===== src/rtl/uart_pkg.sv =====
// Shared definitions for the UART transmit scheduler: FSM states, default tag prefix
// and the baud-select codes understood by the transmitter.
package uart_pkg;

  typedef enum logic [1:0] {
    IDLE = 2'd0,
    TAG  = 2'd1,
    DATA = 2'd2
  } state_e;

  localparam logic [3:0] TAG_PREFIX_DEFAULT = 4'hA;

  typedef enum logic [1:0] {
    BAUD_SEL_0 = 2'd0,
    BAUD_SEL_1 = 2'd1,
    BAUD_SEL_2 = 2'd2,
    BAUD_SEL_3 = 2'd3
  } baud_sel_e;

endpackage


===== src/rtl/uart_tx_scheduler_if.sv =====
// Requester-side byte-stream bus: NUM_REQ parallel valid/ready lanes plus the grant vector.
interface uart_tx_scheduler_if #(
  parameter int NUM_REQ = 4
);

  logic [8*NUM_REQ-1:0] req_data_i;
  logic [NUM_REQ-1:0]   req_valid_i;
  logic [NUM_REQ-1:0]   req_last_i;
  logic [NUM_REQ-1:0]   req_ready_o;
  logic [NUM_REQ-1:0]   grant_o;

  modport master (
    output req_data_i,
    output req_valid_i,
    output req_last_i,
    input  req_ready_o,
    input  grant_o
  );

  modport slave (
    input  req_data_i,
    input  req_valid_i,
    input  req_last_i,
    output req_ready_o,
    output grant_o
  );

endinterface


===== src/rtl/uart_tx_scheduler_rr_arbiter.sv =====
// Combinational round-robin pick: first set request searching upward from ptr_i+1 with wrap.
module uart_rr_arbiter #(
  parameter int NUM_REQ = 4,
  parameter int IDX_W   = 2
) (
  input  logic [NUM_REQ-1:0] req_i,
  input  logic [IDX_W-1:0]   ptr_i,
  output logic [NUM_REQ-1:0] gnt_o,
  output logic [IDX_W-1:0]   idx_o
);

  logic             found;
  logic [IDX_W-1:0] k;

  always_comb begin
    gnt_o = '0;
    idx_o = '0;
    found = 1'b0;
    k     = '0;
    for (int i = 1; i <= NUM_REQ; i++) begin
      k = IDX_W'((int'(ptr_i) + i) % NUM_REQ);
      if (!found && req_i[k]) begin
        found    = 1'b1;
        gnt_o[k] = 1'b1;
        idx_o    = k;
      end
    end
  end

endmodule


===== src/rtl/uart_tx_scheduler.sv =====
// Packet-granular round-robin scheduler feeding one UART transmitter, with optional
// per-burst tag byte, burst-length limit, buffer-full throttling and baud ownership.
module uart_tx_scheduler
  import uart_pkg::*;
#(
  parameter int         NUM_REQ    = 4,
  parameter logic [3:0] TAG_PREFIX = TAG_PREFIX_DEFAULT
) (
  input  logic                      clock_i,
  input  logic                      reset_n_i,
  uart_tx_scheduler_if.slave        req_if,
  input  logic [1:0]                cfg_baudrate_select_i,
  input  logic                      cfg_tag_en_i,
  input  logic [7:0]                cfg_max_burst_i,
  output logic [7:0]                data_o,
  output logic                      data_write_o,
  input  logic                      data_buffer_full_i,
  output logic [1:0]                baudrate_select_o,
  output logic                      busy_o
);

  localparam int IDX_W = (NUM_REQ > 1) ? $clog2(NUM_REQ) : 1;

  state_e             state_q, state_d;
  logic [IDX_W-1:0]   ptr_q, ptr_d;
  logic [IDX_W-1:0]   idx_q, idx_d;
  logic [NUM_REQ-1:0] grant_q, grant_d;
  logic               tag_en_q, tag_en_d;
  logic [7:0]         max_burst_q, max_burst_d;
  logic [7:0]         cnt_q, cnt_d;
  logic [7:0]         data_q, data_d;
  logic               write_q, write_d;
  logic [1:0]         baud_q, baud_d;

  logic [NUM_REQ-1:0] arb_gnt;
  logic [IDX_W-1:0]   arb_idx;
  logic [NUM_REQ-1:0] req_ready;
  logic               accept;
  logic [7:0]         cnt_inc;
  logic               last_hit;
  logic               lim_hit;

  uart_rr_arbiter #(
    .NUM_REQ (NUM_REQ),
    .IDX_W   (IDX_W)
  ) u_arb (
    .req_i (req_if.req_valid_i),
    .ptr_i (ptr_q),
    .gnt_o (arb_gnt),
    .idx_o (arb_idx)
  );

  always_ff @(posedge clock_i) begin
    if (!reset_n_i) begin
      state_q     <= IDLE;
      ptr_q       <= IDX_W'(NUM_REQ - 1);
      idx_q       <= '0;
      grant_q     <= '0;
      tag_en_q    <= 1'b0;
      max_burst_q <= '0;
      cnt_q       <= '0;
      data_q      <= '0;
      write_q     <= 1'b0;
      baud_q      <= BAUD_SEL_0;
    end else begin
      state_q     <= state_d;
      ptr_q       <= ptr_d;
      idx_q       <= idx_d;
      grant_q     <= grant_d;
      tag_en_q    <= tag_en_d;
      max_burst_q <= max_burst_d;
      cnt_q       <= cnt_d;
      data_q      <= data_d;
      write_q     <= write_d;
      baud_q      <= baud_d;
    end
  end

  always_comb begin
    state_d     = state_q;
    ptr_d       = ptr_q;
    idx_d       = idx_q;
    grant_d     = grant_q;
    tag_en_d    = tag_en_q;
    max_burst_d = max_burst_q;
    cnt_d       = cnt_q;
    data_d      = data_q;
    write_d     = 1'b0;
    baud_d      = baud_q;
    req_ready   = '0;
    accept      = 1'b0;
    cnt_inc     = cnt_q + 8'd1;
    last_hit    = req_if.req_last_i[idx_q];
    lim_hit     = (max_burst_q != 8'd0) && (cnt_inc == max_burst_q);

    case (state_q)
      IDLE: begin
        // Baud only follows the config while no burst is in flight.
        baud_d = cfg_baudrate_select_i;
        if (|req_if.req_valid_i) begin
          grant_d     = arb_gnt;
          idx_d       = arb_idx;
          tag_en_d    = cfg_tag_en_i;
          max_burst_d = cfg_max_burst_i;
          cnt_d       = '0;
          state_d     = cfg_tag_en_i ? TAG : DATA;
        end
      end

      TAG: begin
        if (!data_buffer_full_i) begin
          data_d  = {TAG_PREFIX, 4'(idx_q)};
          write_d = 1'b1;
          state_d = DATA;
        end
      end

      DATA: begin
        req_ready = grant_q & {NUM_REQ{~data_buffer_full_i}};
        accept    = req_if.req_valid_i[idx_q] & ~data_buffer_full_i;
        if (accept) begin
          data_d  = req_if.req_data_i[{idx_q, 3'b000} +: 8];
          write_d = 1'b1;
          cnt_d   = (cnt_q == 8'hFF) ? cnt_q : cnt_inc;
          if (last_hit || lim_hit) begin
            ptr_d   = idx_q;
            grant_d = '0;
            state_d = IDLE;
          end
        end
      end

      default: begin
        state_d = IDLE;
        grant_d = '0;
      end
    endcase
  end

  assign req_if.req_ready_o = req_ready;
  assign req_if.grant_o     = grant_q;
  assign data_o             = data_q;
  assign data_write_o       = write_q;
  assign baudrate_select_o  = baud_q;
  assign busy_o             = (state_q != IDLE);

endmodule


===== src/flat_wrapper.sv =====
// flat-port wrapper written by rule: the top's interface ports become plain ports
module uart_tx_scheduler_flat import uart_pkg::*;
#(
  parameter int         NUM_REQ    = 4,
  parameter logic [3:0] TAG_PREFIX = TAG_PREFIX_DEFAULT
)
  (clock_i, reset_n_i, cfg_baudrate_select_i, cfg_tag_en_i, cfg_max_burst_i, data_o, data_write_o, data_buffer_full_i, baudrate_select_o, busy_o, req_if_req_data_i, req_if_req_valid_i, req_if_req_last_i, req_if_req_ready_o, req_if_grant_o);
  uart_tx_scheduler_if #(.NUM_REQ(NUM_REQ)) req_if_i ();
  input  logic clock_i;
  input  logic reset_n_i;
  input  logic [1:0] cfg_baudrate_select_i;
  input  logic cfg_tag_en_i;
  input  logic [7:0] cfg_max_burst_i;
  output logic [7:0] data_o;
  output logic data_write_o;
  input  logic data_buffer_full_i;
  output logic [1:0] baudrate_select_o;
  output logic busy_o;
  input wire logic [$bits(req_if_i.req_data_i)-1:0] req_if_req_data_i;
  input wire logic [$bits(req_if_i.req_valid_i)-1:0] req_if_req_valid_i;
  input wire logic [$bits(req_if_i.req_last_i)-1:0] req_if_req_last_i;
  output wire logic [$bits(req_if_i.req_ready_o)-1:0] req_if_req_ready_o;
  output wire logic [$bits(req_if_i.grant_o)-1:0] req_if_grant_o;
  assign req_if_i.req_data_i = req_if_req_data_i;
  assign req_if_i.req_valid_i = req_if_req_valid_i;
  assign req_if_i.req_last_i = req_if_req_last_i;
  assign req_if_req_ready_o = req_if_i.req_ready_o;
  assign req_if_grant_o = req_if_i.grant_o;
  uart_tx_scheduler #(.NUM_REQ(NUM_REQ), .TAG_PREFIX(TAG_PREFIX)) u_core (.clock_i(clock_i), .reset_n_i(reset_n_i), .req_if(req_if_i), .cfg_baudrate_select_i(cfg_baudrate_select_i), .cfg_tag_en_i(cfg_tag_en_i), .cfg_max_burst_i(cfg_max_burst_i), .data_o(data_o), .data_write_o(data_write_o), .data_buffer_full_i(data_buffer_full_i), .baudrate_select_o(baudrate_select_o), .busy_o(busy_o));
endmodule

===== config.mk =====
export PLATFORM = sky130hd
export DESIGN_NAME = uart_tx_scheduler_flat
export DESIGN_NICKNAME = d
export VERILOG_FILES = /design/src/rtl/uart_pkg.sv /design/src/rtl/uart_tx_scheduler_if.sv /design/src/rtl/uart_tx_scheduler_rr_arbiter.sv /design/src/rtl/uart_tx_scheduler.sv /design/src/flat_wrapper.sv
export SDC_FILE = /design/constraint.sdc
export NUM_CORES = 1
export LEC_CHECK = 0
export ABC_AREA = 0
export CAP_MARGIN = 20
export CORE_MARGIN = 10
export CORE_UTILIZATION = 49
export DETAILED_ROUTE_END_ITERATION = 7
export PLACE_DENSITY = 0.81
export SLEW_MARGIN = 25
export SYNTH_ARGS = -nofsm -noshare
export SYNTH_HDL_FRONTEND = slang
export SYNTH_SLANG_ARGS = --single-unit
export TNS_END_PERCENT = 20

===== constraint.sdc =====
create_clock -name clock_i -period 7.49 [get_ports clock_i]
set_input_delay 1.498 -clock clock_i [delete_from_list [all_inputs] [get_ports clock_i]]
set_output_delay 1.498 -clock clock_i [all_outputs]
set_load 0.005 [all_outputs]

==> results.cfg <==
[status]
status = complete, no violations

[clock_tree]
postCtsResizedCells = 0
cts_num_sinks = 37
htreeDepth = 2
cts-root-buf = clkbuf_8
clock_latency_ns = 0.29
hold_buffers = 0
clk_path_buf_depth = 2
cts_made_buffers = 5
clk_pin_slew_ns = 0.08
cts_setup_buffers = 0
cts_tree = built

[sta]
fin_crit_sh_pct = 61.5
final-hold-violation-count = 0
setup_ws_ns = 2.88
rsz0062_at_grt = no
max_freq_mhz = 217
fin_crit_ns = 4.61
worst_slew_pin_slew_ns = 0.780
slew-limit-headroom_pct = 48.0
setup_tns_ns = 0
setup_violations = 0
skew_ns = 0.00430
whs_ns = 0.465
maxSlewViolCount = 0

[placed_design]
dp_cells = 453
finalWeightedCongestion = 0.821
hpwlAfterDp_um = 5460
place_ws_ns = 2.86
portBuffers = 73

[route]
routed_wl_um = 6980
ant_nets = 0
dr.first_iter.drc_count = 122
vias = 2606
wl_per_cell_um = 15.1
drc = 0
via_per_inst = 5.65
dr.pass1.iters = 4

[critical_path]
end_kind = output port
worst-path-max-fanout = 7
cp-start-kind = primary input
arrival_ns = 3.11
critPathKind = in -> out
worstPathRequired_ns = 5.99

[cells_and_area]
stdcell_count = 461
diodes = 0
fin_nets = 454
final_common_cell = clkdlybuf4s50_1
syn2layout_area_growth_pct = 32.0
drive_gt1_share_pct = 8.48
layout_common_cells = clkdlybuf4s50_1 (73), nand2_1 (42), dfxtp_1 (37)
utilization_pct = 66.1

[power_and_ir_drop]
leakage_nw = 1.33
power_density_nw_per_um2 = 232
peakVddDrop_mv = 0.123

[yosys]
netlist_area_um2 = 2720
synth-edff-count = 0
netlist_instances = 330
syn_avg_cell_area_um2 = 8.25
synth_nets = 396
synth_flop_cell = dfxtp_1
yosysUniqueCellTypes = 53
async_reset_ff_share_pct = 0
ys_warn_count = 0
ys_ff_latch = 37
yosysSeqAreaShare_pct = 27.2

[grt]
overflow = 0
gr-usage-all-layers_pct = 16.0
grt_pass1_vias = 2618
grt_max_degree = 44
grt_pass1_wl_um = 11800
antenna_found_initial = 0

[die]
start_util_pct = 50.1
die_h_um = 94.5
die_area_um2 = 8940
die_x_um = 94.5
rows = 27
pin_count = 74
coreArea_um2 = 5440

[job]
maxCapViolations = 0

[worst_hold_path]
worstHoldPathType = reg -> reg
-- state kept, by name, summed over array words and instances (netlist names) --
signal,flops
u_core.ptr_q,2
u_core.idx_q,2
u_core.req_if.grant_o,4
u_core.max_burst_q,8
u_core.cnt_q,8
u_core.data_o,8
u_core.state_q,2
u_core.baudrate_select_o,2
u_core.data_write_o,1
-- layout make-up --
class | count | area [um^2]
clock buffers | 5 | 68.8
well taps | 72 | 90.1
multi-input cells | 262 | 1860
inverters | 8 | 30.0
clock inverters | 3 | 68.8
fillers | 489 | 1850
flip-flops and latches | 37 | 741
repair buffers | 74 | 738
-- kinds of logic after synthesis --
group | count (synthesis) | synth area share, %
AND/OR/NAND/NOR | 128 | 24.5
AO/OA/AOI/OAI | 91 | 22.8
flip-flops | 37 | 27.2
buffers and inverters | 31 | 4.60
multiplexers | 24 | 13.1
adder cells (fa/ha/maj) | 12 | 5.51
XOR/XNOR | 7 | 2.25
-- cell usage after synthesis (all sizes together), types with 2 or more instances --
master,n,area (um^2)
a31oi,3,18.8
nand2,42,158
a21o,3,25.0
xor2,4,35.0
and2,7,45.1
ha,12,150
mux4,9,203
clkbuf,19,71.3
o211ai,7,52.6
nor4,4,25.0
o21a,3,22.5
nand3b,4,30.0
buf,4,23.8
a221oi,2,17.5
o31ai,2,15.0
a211oi,2,15.0
nand4,7,50.1
dfxtp,37,741
and3,2,12.5
o211a,2,20.0
a22o,5,43.8
a21boi,19,143
nand2b,4,25.0
nor2b,18,113
nand3,11,60.1
o21ai,17,88.8
nor2,15,56.3
nor3,5,25.0
xnor2,3,26.3
inv,8,30.0
or3,6,40.0
mux2i,11,110
a21oi,20,104
mux2,4,45.0
-- worst max-delay path, cell delays in order --
cell and delay (ns):
clkdlybuf4s50_1 0.53, nor2b_1 0.39, and2_1 0.19, clkdlybuf4s50_1 0.50
-- power breakdown --
part           leakage (nW)  switching, mW  internal, mW
logic                 0.958          0.173         0.173
registers             0.302         0.0465         0.228
clock network        0.0687         0.0773         0.134
-- path summary, 6_finish.rpt --
check                startpoint                       end  slack, ns  cells past startpoint
max reg2reg     u_core.ptr_q[0]  u_core.req_if.grant_o[1]       4.63                      8
max          data_buffer_full_i     req_if_req_ready_o[0]       2.88                      4
min reg2reg    u_core.data_o[6]          u_core.data_o[6]       0.47                      2
min            u_core.data_o[6]          u_core.data_o[6]       0.47                      2
-- through the flow --
| step | area [um^2] | power, mW |
|---|---|---|
| 2_1_floorplan | 2720 | 0.511 |
| 3_3_place_gp | 3460 | 0.617 |
| 3_5_place_dp | 3460 | 0.625 |
| 4_1_cts | 3590 | 0.837 |
| 5_1_grt | 3590 | 0.891 |
| 6_report | 3590 | 0.833 |
-- per-layer routing --
layer,share of wire (%),track usage [%],vias to the layer above
met4,1.2,4.49,0
met1,42,18.1,1212
met3,8.6,6.74,5
met5,0,0,-
met2,48,26.9,75
li1,-,-,1314
Note: power is estimated with default switching activity, not from simulation.
